[src/rtl/uart_pkg.sv]
// Shared types and helpers for the uart_phy 8N1 serial block.
package uart_pkg;

  localparam int unsigned DATA_BITS = 8;
  localparam int unsigned BIT_W     = $clog2(DATA_BITS);

  typedef enum logic [1:0] {
    TX_IDLE,
    TX_START,
    TX_DATA,
    TX_STOP
  } tx_state_t;

  typedef enum logic [1:0] {
    RX_IDLE,
    RX_START,
    RX_DATA,
    RX_STOP
  } rx_state_t;

  // round(rate * 2^acc_w / clk_freq)
  function automatic int unsigned acc_inc(
    input int unsigned clk_freq,
    input int unsigned rate,
    input int unsigned acc_w
  );
    longint unsigned num;
    num = (64'(rate) << acc_w) + 64'(clk_freq / 2);
    return 32'(num / 64'(clk_freq));
  endfunction

endpackage

[src/rtl/uart_phy_tick.sv]
// Enable-gated phase-accumulator tick generator (uart_baud_tick).
// The accumulator is cleared while disabled so a period starts at enable.
module uart_baud_tick
  import uart_pkg::*;
#(
  parameter int unsigned CLK_FREQ = 90_000_000,
  parameter int unsigned RATE     = 1_152_000,
  parameter int unsigned ACC_W    = 16
) (
  input  logic clk,
  input  logic rst,
  input  logic en_i,
  output logic tick_o
);

  localparam logic [ACC_W-1:0] INC =
    ACC_W'(acc_inc(CLK_FREQ, RATE, ACC_W));

  logic [ACC_W-1:0] acc_q;
  logic [ACC_W-1:0] acc_d;
  logic [ACC_W:0]   sum;

  assign sum    = {1'b0, acc_q} + {1'b0, INC};
  assign acc_d  = en_i ? sum[ACC_W-1:0] : '0;
  assign tick_o = en_i & sum[ACC_W];

  always_ff @(posedge clk) begin
    if (rst) begin
      acc_q <= '0;
    end else begin
      acc_q <= acc_d;
    end
  end

endmodule

[src/rtl/uart_phy.sv]
// Full-duplex 8N1 UART PHY: baud-tick TX shifter, oversampled RX.
// Define UART_RX_FILTER_EN for a 3-sample majority filter on rxd.
module uart_phy
  import uart_pkg::*;
#(
  parameter int unsigned CLK_FREQ   = 90_000_000,
  parameter int unsigned BAUD       = 1_152_000,
  parameter int unsigned OVERSAMPLE = 8,
  parameter int unsigned ACC_W      = 16
) (
  input  logic       clk,
  input  logic       rst,
  input  logic       rxd,
  output logic       txd,
  input  logic       txd_start,
  input  logic [7:0] txd_data,
  output logic       txd_busy,
  output logic [7:0] rxd_data,
  output logic       rxd_data_ready,
  input  logic       rxd_clear
);

  localparam int unsigned CNT_W = $clog2(OVERSAMPLE);
  localparam logic [CNT_W-1:0] HALF = CNT_W'(OVERSAMPLE / 2 - 1);
  localparam logic [CNT_W-1:0] FULL = CNT_W'(OVERSAMPLE - 1);
  localparam logic [BIT_W-1:0] LAST = BIT_W'(DATA_BITS - 1);

  // ---------------- TX ----------------
  tx_state_t      tx_state_q, tx_state_d;
  logic [BIT_W-1:0] tx_bit_q, tx_bit_d;
  logic [DATA_BITS-1:0] tx_data_q, tx_data_d;
  logic           tx_en;
  logic           tx_tick;

  uart_baud_tick #(
    .CLK_FREQ(CLK_FREQ),
    .RATE    (BAUD),
    .ACC_W   (ACC_W)
  ) u_tx_tick (
    .clk   (clk),
    .rst   (rst),
    .en_i  (tx_en),
    .tick_o(tx_tick)
  );

  always_ff @(posedge clk) begin
    if (rst) begin
      tx_state_q <= TX_IDLE;
      tx_bit_q   <= '0;
      tx_data_q  <= '0;
    end else begin
      tx_state_q <= tx_state_d;
      tx_bit_q   <= tx_bit_d;
      tx_data_q  <= tx_data_d;
    end
  end

  always_comb begin
    tx_state_d = tx_state_q;
    tx_bit_d   = tx_bit_q;
    tx_data_d  = tx_data_q;
    unique case (tx_state_q)
      TX_IDLE: begin
        if (txd_start) begin
          tx_data_d  = txd_data;
          tx_state_d = TX_START;
        end
      end
      TX_START: begin
        if (tx_tick) begin
          tx_bit_d   = '0;
          tx_state_d = TX_DATA;
        end
      end
      TX_DATA: begin
        if (tx_tick) begin
          if (tx_bit_q == LAST) begin
            tx_state_d = TX_STOP;
          end else begin
            tx_bit_d = tx_bit_q + 1'b1;
          end
        end
      end
      TX_STOP: begin
        if (tx_tick) begin
          tx_state_d = TX_IDLE;
        end
      end
    endcase
  end

  always_comb begin
    tx_en    = (tx_state_q != TX_IDLE);
    txd_busy = tx_en;
    unique case (tx_state_q)
      TX_START: txd = 1'b0;
      TX_DATA:  txd = tx_data_q[tx_bit_q];
      default:  txd = 1'b1;
    endcase
  end

  // ---------------- RX ----------------
  logic [1:0]       rx_sync_q;
  logic             rx_bit;
  logic             rx_prev_q;
  logic             rx_fall;
  rx_state_t        rx_state_q, rx_state_d;
  logic [CNT_W-1:0] rx_cnt_q, rx_cnt_d;
  logic [BIT_W-1:0] rx_bit_q, rx_bit_d;
  logic [DATA_BITS-1:0] rx_sh_q, rx_sh_d;
  logic             rx_brk_q, rx_brk_d;
  logic [DATA_BITS-1:0] rx_data_q;
  logic             rx_rdy_q;
  logic             rx_en;
  logic             rx_tick;
  logic             rx_samp;
  logic             rx_done;

  uart_baud_tick #(
    .CLK_FREQ(CLK_FREQ),
    .RATE    (BAUD * OVERSAMPLE),
    .ACC_W   (ACC_W)
  ) u_rx_tick (
    .clk   (clk),
    .rst   (rst),
    .en_i  (rx_en),
    .tick_o(rx_tick)
  );

  always_ff @(posedge clk) begin
    if (rst) begin
      rx_sync_q <= 2'b11;
    end else begin
      rx_sync_q <= {rx_sync_q[0], rxd};
    end
  end

`ifdef UART_RX_FILTER_EN
  logic [2:0] flt_q;
  logic       flt_en;

  // Free-running while the line is not being sampled so edges are seen.
  assign flt_en = ~rx_en | rx_tick;

  always_ff @(posedge clk) begin
    if (rst) begin
      flt_q <= 3'b111;
    end else if (flt_en) begin
      flt_q <= {flt_q[1:0], rx_sync_q[1]};
    end
  end

  assign rx_bit = (flt_q[0] & flt_q[1]) |
                  (flt_q[0] & flt_q[2]) |
                  (flt_q[1] & flt_q[2]);
`else
  assign rx_bit = rx_sync_q[1];
`endif

  assign rx_fall = rx_prev_q & ~rx_bit;

  always_ff @(posedge clk) begin
    if (rst) begin
      rx_prev_q  <= 1'b1;
      rx_state_q <= RX_IDLE;
      rx_cnt_q   <= '0;
      rx_bit_q   <= '0;
      rx_sh_q    <= '0;
      rx_brk_q   <= 1'b0;
      rx_data_q  <= '0;
      rx_rdy_q   <= 1'b0;
    end else begin
      rx_prev_q  <= rx_bit;
      rx_state_q <= rx_state_d;
      rx_cnt_q   <= rx_cnt_d;
      rx_bit_q   <= rx_bit_d;
      rx_sh_q    <= rx_sh_d;
      rx_brk_q   <= rx_brk_d;
      if (rx_done) begin
        rx_data_q <= rx_sh_q;
        rx_rdy_q  <= 1'b1;
      end else if (rxd_clear) begin
        rx_rdy_q <= 1'b0;
      end
    end
  end

  always_comb begin
    rx_state_d = rx_state_q;
    rx_cnt_d   = rx_cnt_q;
    rx_bit_d   = rx_bit_q;
    rx_sh_d    = rx_sh_q;
    rx_brk_d   = rx_brk_q;
    unique case (rx_state_q)
      RX_IDLE: begin
        if (rx_fall) begin
          rx_cnt_d   = '0;
          rx_state_d = RX_START;
        end
      end
      RX_START: begin
        if (rx_samp) begin
          rx_cnt_d   = '0;
          rx_bit_d   = '0;
          rx_state_d = rx_bit ? RX_IDLE : RX_DATA;
        end else if (rx_tick) begin
          rx_cnt_d = rx_cnt_q + 1'b1;
        end
      end
      RX_DATA: begin
        if (rx_samp) begin
          rx_cnt_d = '0;
          rx_sh_d  = {rx_bit, rx_sh_q[DATA_BITS-1:1]};
          if (rx_bit_q == LAST) begin
            rx_state_d = RX_STOP;
          end else begin
            rx_bit_d = rx_bit_q + 1'b1;
          end
        end else if (rx_tick) begin
          rx_cnt_d = rx_cnt_q + 1'b1;
        end
      end
      RX_STOP: begin
        // After a bad stop bit, hold until the line returns high.
        if (rx_brk_q) begin
          if (rx_bit) begin
            rx_brk_d   = 1'b0;
            rx_state_d = RX_IDLE;
          end
        end else if (rx_samp) begin
          rx_cnt_d = '0;
          if (rx_bit) begin
            rx_state_d = RX_IDLE;
          end else begin
            rx_brk_d = 1'b1;
          end
        end else if (rx_tick) begin
          rx_cnt_d = rx_cnt_q + 1'b1;
        end
      end
    endcase
  end

  always_comb begin
    rx_en   = (rx_state_q != RX_IDLE) && !rx_brk_q;
    rx_samp = rx_tick &&
              (rx_cnt_q == ((rx_state_q == RX_START) ? HALF : FULL));
    rx_done = rx_samp && (rx_state_q == RX_STOP) && rx_bit;
  end

  assign rxd_data       = rx_data_q;
  assign rxd_data_ready = rx_rdy_q;

endmodule

[config.mk]
export PLATFORM = sky130hd
export DESIGN_NAME = uart_phy
export DESIGN_NICKNAME = d
export VERILOG_FILES = /design/src/rtl/uart_pkg.sv /design/src/rtl/uart_phy_tick.sv /design/src/rtl/uart_phy.sv
export SDC_FILE = /design/constraint.sdc
export NUM_CORES = 1
export LEC_CHECK = 0
export CORE_ASPECT_RATIO = 2
export CORE_MARGIN = 1.5
export CORE_UTILIZATION = 35
export DETAILED_ROUTE_END_ITERATION = 12
export SYNTH_ARGS = -nofsm -noshare
export SYNTH_HDL_FRONTEND = slang
export SYNTH_SLANG_ARGS = --single-unit
[constraint.sdc]
create_clock -name clk -period 2.25 [get_ports clk]
set_input_delay 0.45 -clock clk [delete_from_list [all_inputs] [get_ports clk]]
set_output_delay 0.45 -clock clk [all_outputs]
set_load 0.1 [all_outputs]
==> results of run 1 <==
[cell usage in the layout, fill, tap and decap left out, drive strengths merged, types with 5 or more instances in the layout]
cell | Yosys | layout
inv | 16 | 15
o21ai | 17 | 17
xnor2 | 10 | 10
nand3 | 15 | 15
nand2 | 21 | 21
a21oi | 32 | 32
nand2b | 24 | 24
ha | 11 | 11
dfxtp | 74 | 74
xor2 | 6 | 6
clkbuf | 11 | 12
or3 | 11 | 11
nor3 | 10 | 10
nor2 | 35 | 35
buf | 5 | 20
nor2b | 5 | 5
or2 | 5 | 5
clkdlybuf4s50 | 0 | 12
mux2i | 20 | 20
[power by group]
part	internal [mW]	switching, mW
Sequential	1.45	0.135
Combinational	0.488	0.715
Clock	0.889	0.524
Total	2.82	1.37
[sequential cells by signal, summed over array words and instances (netlist names), named ones only]
| name | count |
|---|---|
| rx_state_q | 1 |
| tx_data_q | 8 |
| tx_bit_q | 3 |
| rx_bit_q | 3 |
| u_tx_tick.acc_q | 16 |
| rx_sh_q | 8 |
| rxd_data_ready | 1 |
| rx_brk_q | 1 |
| rx_cnt_q | 3 |
| rx_sync_q | 2 |
| rx_prev_q | 1 |
| rxd_data | 8 |
| u_rx_tick.acc_q | 16 |
| tx_state_q | 2 |
[kinds of logic after synthesis]
kind of cell,Yosys count,synth area share
AND/OR/NAND/NOR,145,0.233
AO/OA/AOI/OAI,75,0.135
flip-flops,74,0.433
buffers and inverters,32,0.0395
multiplexers,24,0.0783
XOR/XNOR,16,0.0410
adder cells (fa/ha/maj),11,0.0402
[worst min-delay path by stage]
stage / from / to / cells after the start
2_1_floorplan: rx_sync_q[0] / rx_sync_q[1] / 1
3_3_place_gp: rx_sync_q[0] / rx_sync_q[1] / 1
6_report: rx_sync_q[0] / rx_sync_q[1] / 1
3_5_place_dp: rx_sync_q[0] / rx_sync_q[1] / 1
4_1_cts: rx_sync_q[0] / rx_sync_q[1] / 1
5_1_grt: rx_sync_q[0] / rx_sync_q[1] / 1
[layout make-up]
class	instances	area (µm²)
fill	949	5330
multi-input combinational	271	1820
sequential	74	1480
timing repair buffer	32	295
clock buffer	12	246
tap	130	163
inverter	16	63.8
clock inverter	4	51.3
[per-layer routing]
| layer | GRT usage | routed length (µm) | vias to the layer above |
|---|---|---|---|
| li1 | - | - | 1367 |
| met1 | 0.137 | 2640 | 1278 |
| met2 | 0.264 | 3770 | 25 |
| met3 | 0.0325 | 149 | 11 |
| met4 | 0.0675 | 135 | 0 |
| met5 | 0 | 0 | - |
[worst max-delay path, delay by kind of cell (launching register included)]
family / cells / cell delay, ns
buf+inv: 1 / 0.18
flops: 1 / 0.38
mux: 3 / 0.84
[per-stage QoR]
stage,total power [mW],std cells,util
floorplan,2.48,377,-
global placement,2.80,523,0.404
detailed placement,2.83,523,0.404
CTS,4.25,539,0.436
global route,4.42,539,0.436
finish,4.20,539,0.436
==> impl_metrics.csv, run 1 <==
group,metric,value,unit
floorplan,core,9450,µm²
place,port_buffers,23,
power,peakVddDrop,0.000611,V
grt,grt-ovfl-total,0,
yosys,yosysSeqAreaShare,0.433,
worst_setup_path,r2r-end,"tx_bit_q[0]",
cells_and_area,syn_to_final_growth,20.5,%
routing,dr.pass1.iters,4,
clock_network,cts_tree,"done",
clock_network,cts_setup_buffers,0,
worst_setup_path,critPathMaxFanout,5,
routing,avgViaCountPerCell,4.97,
yosys,yosys-top-cells-area,"dfxtp_1, mux2i_1, a21oi_1, ha_1, nand2b_1",
yosys,synth_nets,401,
timing,slew_headroom,0.643,
worst_setup_path,worstPathRequired,1.80,ns
worst_setup_path,arrival,1.73,ns
place,place_ws,0.285,ns
grt,grt_first_pass_wirelength,11500,µm
worst_setup_path,startpoint_type,"register",
worst_setup_path,r2r_start,"u_tx_tick.acc_q[0]",
place,placed_area,3820,µm²
worst_setup_path,cp_slowest_stage_delay,0.52,ns
worst_setup_path,cp_cell_sequence,"mux4_2 > mux2i_2 > mux2i_4 > buf_12",
yosys,ys.flop_type,"dfxtp_1",
timing,finClkSkew,0.00634,ns
yosys,async_flop_share,0,
clock_network,cts-hold-fix-buffers,0,
clock_network,root_buffer,"clkbuf_16",
timing,finalSetupViolCount,0,
yosys,synth_edf_count,0,
clock_network,insertion_delay,0.33,ns
timing,fmax,459,MHz
timing,slew_viol_final,0,
run_status,outcome,"finished, final reports clean",
worst_setup_path,critPathSlowestCell,"mux4_2",
timing,setup_ws,0.0707,ns
floorplan,die_y,143,µm
worst_setup_path,r2r_cells,7,
routing,vias,2681,
clock_network,clock-sinks,74,
cells_and_area,final_cell_area,4120,µm²
power,powerDensity,1020,nW/µm²
place,hpwl,5050,µm
clock_network,cts_buffers,9,
worst_setup_path,endpoint,"txd",
grt,grt_max_degree,40,
floorplan,dieArea,10400,µm²
cells_and_area,drive_gt1_frac,0.134,
yosys,yosysUniqueCellTypes,55,
grt,antenna_found_initial,0,
grt,grt_pass1_vias,2633,
floorplan,start_util,0.362,
job,cap_violations,0,
worst_setup_path,criticalPathCategory,"reg2out",
min_path,hold_class,"reg2reg",
worst_setup_path,reg2reg_setup_slack,0.32,ns
timing,rsz0062_at_grt,"no",
routing,drt_iter0_drc,72,
timing,fin_crit,2.18,ns
routing,detail_route.wl_per_cell,12.4,µm
timing,fin_setup_tns,0,ns
clock_network,post_cts_resized,2,
floorplan,ioPinCount,24,
clock_network,htreeDepth,3,
yosys,netlist_area,3420,µm²
cells_and_area,nNetsFinal,428,
yosys,ys_ff_latch,74,
power,p_leak,1.61,nW
clock_network,clk_path_buf_depth,2,
worst_setup_path,crit_start,"tx_bit_q[0]",
yosys,synth_commonest_cells,"dfxtp_1, nor2_1, a21oi_1, nand2b_1, nand2_1",
timing,worstMarginPinSlew,0.530,ns
routing,drt-total-wl,6690,µm
grt,grtUsageTotal,0.140,
yosys,yosysWarnings,0,
yosys,synthCells,377,
place,place_congestion,0.777,
floorplan,die_x,72.9,µm
yosys,synth.most_common_cell,"dfxtp_1",
routing,remaining_drc_errors,0,
worst_setup_path,cp-end-kind,"primary output",
clock_network,clk_pin_slew,0.06,ns
timing,hold_viol,0,
floorplan,rows,50,
timing,holdWs,0.411,ns
yosys,avgSynthCellArea,9.07,µm²
yosys,synth_top_area_frac,0.433,
yosys,yosysTopAreaCell,"dfxtp_1",
cells_and_area,antennaDiodeCount,0,
timing,post-route-period-util,0.969,
routing,ant_nets,0,
No activity file was read; power rests on OpenSTA's default activity.
==> run 2: changes to the inputs <==
--- a/config.mk
+++ b/config.mk
@@ -5,10 +5,11 @@
 export SDC_FILE = /design/constraint.sdc
 export NUM_CORES = 1
 export LEC_CHECK = 0
-export CORE_ASPECT_RATIO = 2
+export CORE_ASPECT_RATIO = 1.5
 export CORE_MARGIN = 1.5
 export CORE_UTILIZATION = 35
 export DETAILED_ROUTE_END_ITERATION = 12
+export SLEW_MARGIN = 20
 export SYNTH_ARGS = -nofsm -noshare
 export SYNTH_HDL_FRONTEND = slang
 export SYNTH_SLANG_ARGS = --single-unit
==> impl_metrics.csv, run 2 (synthesis results as in run 1) <==
group,metric,value,unit
grt,grt_first_pass_wirelength,11300,µm
floorplan,ioPinCount,24,
routing,drt_iter0_drc,91,
timing,holdWs,0.412,ns
cells_and_area,n_fill_cell,949,
cells_and_area,drive_gt1_frac,0.143,
cells_and_area,syn_to_final_growth,21.9,%
timing,slew_viol_final,0,
floorplan,start_util,0.357,
cells_and_area,layout_common_cells,"dfxtp_1, nor2_1, a21oi_1",
routing,remaining_drc_errors,0,
place,port_buffers,23,
place,hpwl,4660,µm
grt,grt_max_degree,32,
worst_setup_path,r2r_cells,9,
clock_network,cts_tree,"done",
timing,hold_viol,0,
clock_network,cts-hold-fix-buffers,0,
clock_network,htreeDepth,3,
cells_and_area,postLayoutCoreUtil,0.435,
timing,worstMarginPinSlew,0.525,ns
worst_setup_path,worstPathRequired,1.80,ns
grt,grtUsageTotal,0.136,
worst_setup_path,critPathMaxFanout,5,
worst_setup_path,criticalPathCategory,"reg2out",
power,total_power,4.32,mW
routing,dr.pass1.iters,4,
power,powerDensity,1040,nW/µm²
floorplan,die_y,124,µm
timing,slew_headroom,0.648,
power,peakVddDrop,0.00104,V
floorplan,dieArea,10400,µm²
worst_setup_path,startpoint_type,"register",
clock_network,cts_setup_buffers,0,
timing,rsz0062_at_grt,"no",
routing,vias,2655,
timing,finalSetupViolCount,0,
timing,finClkSkew,0.00634,ns
floorplan,rows,44,
cells_and_area,antennaDiodeCount,0,
clock_network,root_buffer,"clkbuf_16",
routing,detail_route.wl_per_cell,12.6,µm
routing,wl_met1,2960,µm
clock_network,cts_buffers,9,
routing,top_signal_layer_used,"met4",
worst_setup_path,cp-end-kind,"primary output",
cells_and_area,fin_cells,527,
clock_network,clk_pin_slew,0.06,ns
routing,drt-total-wl,6620,µm
cells_and_area,layout_commonest_cell,"dfxtp_1",
cells_and_area,regArea,1480,µm²
grt,grt-ovfl-total,0,
grt,antenna_found_initial,0,
routing,route.met3.wl,177,µm
routing,met2WireLength,3350,µm
power,p_leak,1.65,nW
place,place_congestion,0.833,
timing,fin_crit,2.16,ns
min_path,hold_class,"reg2reg",
routing,ant_nets,0,
clock_network,clk_path_buf_depth,2,
timing,fin_setup_tns,0,ns
floorplan,die_x,83.7,µm
timing,post-route-period-util,0.961,
worst_setup_path,arrival,1.71,ns
job,cap_violations,0,
cells_and_area,multi_input_area,1830,µm²
min_path,holdPathStages,1,
clock_network,clock-sinks,74,
timing,fmax,462,MHz
floorplan,core,9580,µm²
cells_and_area,top_regs,"u_rx_tick.acc_q (16), u_tx_tick.acc_q (16)",
clock_network,insertion_delay,0.33,ns
place,dpl.cell_count,511,
cells_and_area,nNetsFinal,431,
grt,grt_pass1_vias,2594,
place,placed_area,3830,µm²
run_status,outcome,"finished, final reports clean",
cells_and_area,final_cell_area,4170,µm²
place,place_ws,0.292,ns
routing,avgViaCountPerCell,5.04,
timing,setup_ws,0.0875,ns
run 2: changes by cell type in the layout (fill, tap and decap cells not counted), sizes merged:
cell    delta
clkbuf     -1
bufinv     +1
buf        +3
run 2: routing by layer:
| layer | vias to the layer above | track usage |
|---|---|---|
| li1 | 1390 | - |
| met1 | 1237 | 0.148 |
| met2 | 21 | 0.240 |
| met3 | 7 | 0.0417 |
| met4 | 0 | 0.0676 |
| met5 | - | 0 |
run 2: area by class of cell:
class	count	area share
repair buffers	35	0.0792
well taps	115	0.0345
multi-input cells	271	0.438
clock inverters	5	0.0186
flip-flops and latches	74	0.356
clock buffers	11	0.0582
inverters	16	0.0153
run 2: worst paths after layout:
kind | from | endpoint | slack (ns)
max | tx_bit_q[0] | txd | 0.09
min reg2reg | rx_sync_q[0] | rx_sync_q[1] | 0.41
max reg2reg | u_rx_tick.acc_q[0] | rxd_data[2] | 0.32
min | rx_sync_q[0] | rx_sync_q[1] | 0.41
run 2: repair_timing:
action                                 4_1_cts  5_1_grt
setup endpoints to repair                    1        1
endpoints found under the hold margin        0        0
resized for setup                            2        1
run 2: report_power, final:
part	switching, mW	leakage, nW	total (mW)	internal (mW)
clock	0.532	0.156	1.53	0.997
combinational	0.715	0.892	1.21	0.498
sequential	0.128	0.601	1.58	1.45
run 2: critical path: stages (launching register included):
cell and delay, ns:
dfxtp_2 0.38, mux4_2 0.54, mux2i_4 0.18, mux2i_4 0.10, buf_12 0.18
==> run 3: changes to the inputs <==
--- a/config.mk
+++ b/config.mk
@@ -8,6 +8,7 @@
 export CORE_ASPECT_RATIO = 1.5
 export CORE_MARGIN = 1.5
 export CORE_UTILIZATION = 35
+export CTS_CLUSTER_DIAMETER = 30
 export DETAILED_ROUTE_END_ITERATION = 12
 export SLEW_MARGIN = 20
 export SYNTH_ARGS = -nofsm -noshare
==> results of run 3 <==
No change in the layout: final DEF, timing and power equal those of run 2.
